--- src/rtl/reg_bank_pkg.sv ---
// Shared definitions for the general-purpose register bank.
// Function-select encoding used by every register cell.
package reg_bank_pkg;

  // Operation applied by every enabled register on a rising edge.
  typedef enum logic [1:0] {
    FS_DEC  = 2'd0,
    FS_INC  = 2'd1,
    FS_LOAD = 2'd2,
    FS_CLR  = 2'd3
  } fun_sel_e;

  // Default geometry of the bank.
  localparam int DEFAULT_WIDTH    = 8;
  localparam int DEFAULT_NUM_REGS = 4;

endpackage

--- src/rtl/reg_bank_cell.sv ---
// One register of the bank: a WIDTH-bit counter/loadable cell plus its
// sticky wrap flag. Exposes both the current value and the value it will
// take on the next edge, so the top level can forward it when needed.
// There is no handshake: whenever en_i is high the operation is applied on
// that edge, every edge.
module reg_bank_cell
  import reg_bank_pkg::*;
#(
  parameter int WIDTH = DEFAULT_WIDTH
) (
  input  logic             clk,
  input  logic             rst_n,
  input  logic             en_i,
  input  fun_sel_e         fun_sel_i,
  input  logic             half_en_i,
  input  logic             half_sel_i,
  input  logic [WIDTH-1:0] data_i,
  input  logic             wrap_clr_i,
  output logic [WIDTH-1:0] value_o,
  output logic [WIDTH-1:0] next_o,
  output logic             wrap_o
);

  localparam int HALF = WIDTH / 2;
  localparam logic [WIDTH-1:0] ONE = {{(WIDTH-1){1'b0}}, 1'b1};

  logic [WIDTH-1:0] reg_q, reg_d;
  logic             wrap_q, wrap_d;
  logic             wrap_evt;

  // Next-state value and wrap event for the selected operation.
  always_comb begin
    reg_d    = reg_q;
    wrap_evt = 1'b0;
    if (en_i) begin
      case (fun_sel_i)
        FS_DEC: begin
          reg_d    = reg_q - ONE;
          wrap_evt = (reg_q == '0);
        end
        FS_INC: begin
          reg_d    = reg_q + ONE;
          wrap_evt = (&reg_q);
        end
        FS_LOAD: begin
          if (!half_en_i) begin
            reg_d = data_i;
          end else if (half_sel_i) begin
            reg_d[WIDTH-1:HALF] = data_i[HALF-1:0];
          end else begin
            reg_d[HALF-1:0] = data_i[HALF-1:0];
          end
        end
        FS_CLR: begin
          reg_d = '0;
        end
        default: begin
          reg_d = reg_q;
        end
      endcase
    end
  end

  // Sticky wrap flag: a wrap event on the same edge beats the bulk clear.
  always_comb begin
    wrap_d = wrap_q;
    if (wrap_clr_i) wrap_d = 1'b0;
    if (wrap_evt)   wrap_d = 1'b1;
  end

  // Register and flag state; reset forces both to zero immediately.
  always_ff @(posedge clk or negedge rst_n) begin
    if (!rst_n) begin
      reg_q  <= '0;
      wrap_q <= 1'b0;
    end else begin
      reg_q  <= reg_d;
      wrap_q <= wrap_d;
    end
  end

  assign value_o = reg_q;
  assign next_o  = reg_d;
  assign wrap_o  = wrap_q;

endmodule

--- src/rtl/reg_bank.sv ---
// Parametrised register bank: NUM_REGS counter/loadable cells sharing one
// function select, two combinational read ports, zero and wrap vectors.
// Optional macro REG_BANK_BYPASS_EN: read ports and zero vector show the
// next-state value (write-through) instead of the current register state.
module reg_bank
  import reg_bank_pkg::*;
#(
  parameter int WIDTH    = DEFAULT_WIDTH,
  parameter int NUM_REGS = DEFAULT_NUM_REGS,
  parameter int SEL_W    = $clog2(NUM_REGS)
) (
  input  logic                clk,
  input  logic                rst_n,
  input  logic [1:0]          fun_sel,
  input  logic [NUM_REGS-1:0] reg_sel,
  input  logic                half_en,
  input  logic                half_sel,
  input  logic [WIDTH-1:0]    i,
  input  logic                wrap_clr,
  input  logic [SEL_W-1:0]    out_a_sel,
  input  logic [SEL_W-1:0]    out_b_sel,
  output logic [WIDTH-1:0]    out_a,
  output logic [WIDTH-1:0]    out_b,
  output logic [NUM_REGS-1:0] zero,
  output logic [NUM_REGS-1:0] wrap
);

  fun_sel_e         fs;
  logic [WIDTH-1:0] cur_val [NUM_REGS];
  logic [WIDTH-1:0] nxt_val [NUM_REGS];
  logic [WIDTH-1:0] view    [NUM_REGS];

  assign fs = fun_sel_e'(fun_sel);

  for (genvar g = 0; g < NUM_REGS; g++) begin : g_cell
    reg_bank_cell #(.WIDTH(WIDTH)) u_cell (
      .clk        (clk),
      .rst_n      (rst_n),
      .en_i       (~reg_sel[g]),
      .fun_sel_i  (fs),
      .half_en_i  (half_en),
      .half_sel_i (half_sel),
      .data_i     (i),
      .wrap_clr_i (wrap_clr),
      .value_o    (cur_val[g]),
      .next_o     (nxt_val[g]),
      .wrap_o     (wrap[g])
    );

`ifdef REG_BANK_BYPASS_EN
    // Next-state equals current state when the cell is disabled, so the
    // next-state value is the write-through view for every register.
    assign view[g] = nxt_val[g];
`else
    assign view[g] = cur_val[g];
`endif
  end

  // Read port A: out-of-range selects return zero.
  always_comb begin
    out_a = '0;
    for (int k = 0; k < NUM_REGS; k++) begin
      if (out_a_sel == SEL_W'(k)) out_a = view[k];
    end
  end

  // Read port B: out-of-range selects return zero.
  always_comb begin
    out_b = '0;
    for (int k = 0; k < NUM_REGS; k++) begin
      if (out_b_sel == SEL_W'(k)) out_b = view[k];
    end
  end

  // Per-register zero flags.
  always_comb begin
    zero = '0;
    for (int k = 0; k < NUM_REGS; k++) begin
      zero[k] = (view[k] == '0);
    end
  end

`ifndef REG_BANK_BYPASS_EN
  // Next-state values are only consumed in the write-through build.
  logic unused_nxt;
  always_comb begin
    unused_nxt = 1'b0;
    for (int k = 0; k < NUM_REGS; k++) begin
      unused_nxt = unused_nxt ^ (^nxt_val[k]);
    end
  end
`endif

endmodule

--- config.mk ---
export PLATFORM = sky130hd
export DESIGN_NAME = reg_bank
export DESIGN_NICKNAME = d
export VERILOG_FILES = /design/src/rtl/reg_bank_pkg.sv /design/src/rtl/reg_bank_cell.sv /design/src/rtl/reg_bank.sv
export SDC_FILE = /design/constraint.sdc
export NUM_CORES = 1
export LEC_CHECK = 0
export BUFFER_PORTS_ARGS = -buffer_cell sky130_fd_sc_hd__buf_2
export CAP_MARGIN = 20
export CORE_UTILIZATION = 35
export DETAILED_ROUTE_END_ITERATION = 16
export PLACE_DENSITY = 0.58
export SLEW_MARGIN = 10
export SYNTH_ARGS = -nofsm -noshare
export SYNTH_HDL_FRONTEND = slang
export SYNTH_SLANG_ARGS = --single-unit
--- constraint.sdc ---
create_clock -name clk -period 2.2 [get_ports clk]
set_input_delay 0.22 -clock clk [delete_from_list [all_inputs] [get_ports clk]]
set_output_delay 0.22 -clock clk [all_outputs]
set_load 0.1 [all_outputs]
==> Implementation_results.wiki <==
{| class="wikitable"
! Metric !! Value
|-
| Hold Slack || 0.0418 ns
|-
| Clock H-tree levels || 2
|-
| Portion of the post-synthesis area used by sequential elements || 0.252
|-
| Clock skew after layout || between 0.005 and 0.006 ns
|-
| Setup repair after global routing missed its margin || no
|-
| First-iteration detailed-routing DRC count || between 150 and 200
|-
| Max Clock Freq || between 400 and 500 MHz
|-
| Average wire per cell in the routed design || ~19 µm
|-
| Root buffer cell || sky130_fd_sc_hd__clkbuf_8
|-
| Max Cap Violations || 0
|-
| Area share of the leading cell type in the synthesized netlist || 0.252
|-
| Time the worst path needs with I/O delays and setup || around 2.1 ns
|-
| Number of antenna diodes || 0
|-
| Syn-to-layout area delta || 16.9%
|-
| Highest-count cells in the layout ignoring fill and taps || 43 x sky130_fd_sc_hd__buf_2, 42 x sky130_fd_sc_hd__nor2_1, 40 x sky130_fd_sc_hd__a21oi_1, 36 x sky130_fd_sc_hd__dfrtp_1
|-
| Sinks on Clock Net || 36
|-
| Type of origin of the critical path || flop
|-
| # Post-CTS Setup Buffers || 0
|-
| Die Footprint || between 10000 and 15000 µm²
|-
| Via count normalized by instance count || approximately 5.9
|-
| Area of the mapped netlist || 3580 µm²
|-
| Yosys cell types || 58
|-
| Launch point of the worst reg-to-reg path || g_cell[1].u_cell.value_o[4]
|-
| Via count || roughly 3500
|-
| Max Buffers Root-to-Sink || 2
|-
| Die Height || about 100 µm
|-
| Number of endpoints failing setup at the final stage || 0
|-
| Port Buf Inserts || between 40 and 50
|-
| Nets@finish || 495
|-
| Slew HR || 0.388
|-
| Crit path launch || g_cell[1].u_cell.value_o[5]
|-
| Slew @ Worst Pin || 0.918 ns
|-
| CP max-delay cell || sky130_fd_sc_hd__or4_1
|-
| Chip width || about 100 µm
|-
| Fin crit share || 0.953
|-
| Arrival @ worst endpoint || approximately 1.9 ns
|-
| Wire length of the first global-routing pass || 18.0 mm
|-
| Count of cells along the worst register-to-register path || 6
|-
| Number of rows in the core area || 36
|-
| Final Routed Wirelength || approximately 11 mm
|-
| Result of the run || finished, final reports clean
|-
| Critical path endpoint category || output pin
|-
| GR Util All Layers || 0.228
|-
| TritonRoute pass-1 iters || 5
|-
| Max VDD drop || slightly below 0.7 mV
|-
| Yosys top cell by area || sky130_fd_sc_hd__dfrtp_1
|-
| Area used by sequential logic in the layout || 901 µm²
|-
| Number of antenna violations at the first check in global routing || 0
|-
| Instance count of the mapped netlist || about 410
|-
| Total Power Consumption || ~4.3 mW
|-
| Crit path largest cell delay || 0.61 ns
|-
| Maximum fanout along the worst path || 15
|-
| Stages on worst setup path || 3
|-
| Worst path top cell family by delay || simple AND/OR/NAND/NOR gates
|-
| Number of clock buffers inserted by TritonCTS || 5
|-
| Vias in the first global route || around 3300
|-
| Most common cell after layout, fill and taps aside || sky130_fd_sc_hd__buf_2
|-
| Share of the core filled with cells || 0.426
|-
| Clk Latency, worst-skew pair || roughly 0.3 ns
|-
| Fraction of layout instances using a drive strength above 1 || 0.275
|-
| Ordered cell list for the critical path || or4_1 -> nor3_4 -> buf_12
|-
| Routability cong. || 0.884
|-
| Pwr/cell area || just over 1000 nW/µm²
|-
| Flop and latch count out of synthesis || 36
|-
| Area of the multi-input gates || 2480 µm²
|-
| TritonCTS clock tree || built
|-
| Post-CTS clock slew at the launch and capture registers of the worst setup and hold paths || 0.08 ns
|-
| Hold/Removal Path Class || input port to asynchronous set/reset pin
|-
| Critical path required time || around 2.0 ns
|-
| Post-detailed-route count of antenna-violating nets || 0
|-
| Detailed-placement wirelength estimate || between 8 and 9 mm
|-
| Hold Vio Cnt, Final || 0
|-
| Post-synth EDFFs || 0
|-
| Synthesized area per cell || around 8.8 µm²
|-
| Static leakage power || 1.69 nW
|-
| Number of max-slew violations in the final report || 0
|-
| Buffers and inverters on the worst path || 1
|-
| Fill cell instance count of the final layout || 1012
|-
| # hold bufs at CTS || 0
|-
| I/O pins || 47
|-
| Floorplan Core Area || between 9000 and 10000 µm²
|-
| Effective utilization at floorplan || 0.364
|-
| Total congestion overflow || 0
|-
| Main synth FF type || sky130_fd_sc_hd__dfrtp_1
|-
| Post-detailed-route DRC marker count || 0
|-
| Worst Path Class, Setup || flop to output pin
|-
| Share of flip-flops with an asynchronous set or reset || 1.00
|-
| Pin count of the biggest net entering global routing || 37
|-
| Post-Syn Nets || approximately 450
|-
| Synth warn || 0
|-
| Leading cell types by total area after synthesis || sky130_fd_sc_hd__dfrtp_1 25%, sky130_fd_sc_hd__mux4_2 10%, sky130_fd_sc_hd__ha_1 6.3%
|}
-- through the flow --
stage	std cells	cell area, µm²	TNS, ns	setup WS, ns
after CTS	588	4160	0	0.105
after floorplan	407	3660	-0.117	-0.0733
after global placement	580	4070	0	0.0250
final	588	4180	0	0.104
after detailed placement	580	4070	-0.0334	-0.0253
after global routing	588	4180	0	0.0139
-- state kept, by name, summed over array words and instances (netlist names) --
signal                 cells
g_cell.u_cell.wrap_o       4
g_cell.u_cell.value_o     32
-- logic make-up after synthesis --
group                    Yosys count  share of synthesized area
AO/OA/AOI/OAI                    121                      0.208
XOR/XNOR                          22                     0.0538
adder cells (fa/ha/maj)           19                     0.0657
buffers and inverters             44                     0.0787
flip-flops                        36                      0.252
multiplexers                      36                      0.160
AND/OR/NAND/NOR                  129                      0.182
-- Yosys cell counts, types with 3 or more instances --
library cell	instances
sky130_fd_sc_hd__o21ai_0	28
sky130_fd_sc_hd__and3_1	3
sky130_fd_sc_hd__nand2_1	22
sky130_fd_sc_hd__buf_2	6
sky130_fd_sc_hd__xnor2_1	18
sky130_fd_sc_hd__mux4_2	16
sky130_fd_sc_hd__o211ai_1	7
sky130_fd_sc_hd__xor2_1	4
sky130_fd_sc_hd__nor4_1	6
sky130_fd_sc_hd__dfrtp_1	36
sky130_fd_sc_hd__o22ai_1	4
sky130_fd_sc_hd__or4_1	3
sky130_fd_sc_hd__buf_4	5
sky130_fd_sc_hd__clkbuf_8	4
sky130_fd_sc_hd__nand4_1	9
sky130_fd_sc_hd__inv_1	8
sky130_fd_sc_hd__mux2_2	9
sky130_fd_sc_hd__o21a_1	6
sky130_fd_sc_hd__buf_6	6
sky130_fd_sc_hd__a22oi_1	3
sky130_fd_sc_hd__ha_1	18
sky130_fd_sc_hd__nor2_1	42
sky130_fd_sc_hd__a21oi_1	40
sky130_fd_sc_hd__or3_1	7
sky130_fd_sc_hd__a31oi_1	7
sky130_fd_sc_hd__mux2i_1	11
sky130_fd_sc_hd__clkbuf_1	14
sky130_fd_sc_hd__nand3_1	8
sky130_fd_sc_hd__nor3_1	18
sky130_fd_sc_hd__o21bai_1	3
-- timing repair --
| action | in CTS | in global routing |
|---|---|---|
| endpoints found under the hold margin | 0 | 0 |
| gates resized for setup | 0 | 4 |
| setup endpoints to repair | 0 | 1 |
-- metal layers --
metal,global-route usage,part of all wire,up-vias,wire (µm)
met4,0.0758,0.020,0,226
met1,0.333,0.47,1666,5230
li1,-,-,1629,-
met5,0,0,-,0
met2,0.347,0.45,143,4950
met3,0.0285,0.062,15,684
-- where the power goes --
part	switching, mW	internal, mW	leakage (nW)	total (mW)
clock network	0.272	0.251	0.0510	0.523
logic	1.62	0.937	1.21	2.55
registers	0.384	0.826	0.436	1.21
total	2.27	2.01	1.69	4.29
-- worst paths after layout --
| kind | to | slack (ns) |
|---|---|---|
| setup / recovery | zero[1] | 0.10 |
| hold / removal | g_cell[1].u_cell.value_o[2] | 0.04 |
| setup reg to reg | g_cell[1].u_cell.value_o[7] | 0.17 |
| hold reg to reg | g_cell[0].u_cell.wrap_o | 0.53 |
| max in group asynchronous | g_cell[0].u_cell.value_o[6] | 1.57 |
| min in group clk | g_cell[2].u_cell.wrap_o | 0.18 |
-- final cells by class --
cell class,instances,share of cell area
Clock buffer,6,0.0197
Clock inverter,2,0.00239
Inverter,9,0.00928
Multi-Input combinational cell,327,0.592
Sequential cell,36,0.215
Tap cell,133,0.0398
Timing Repair Buffer,75,0.121
(Power assumes the default switching activity.)
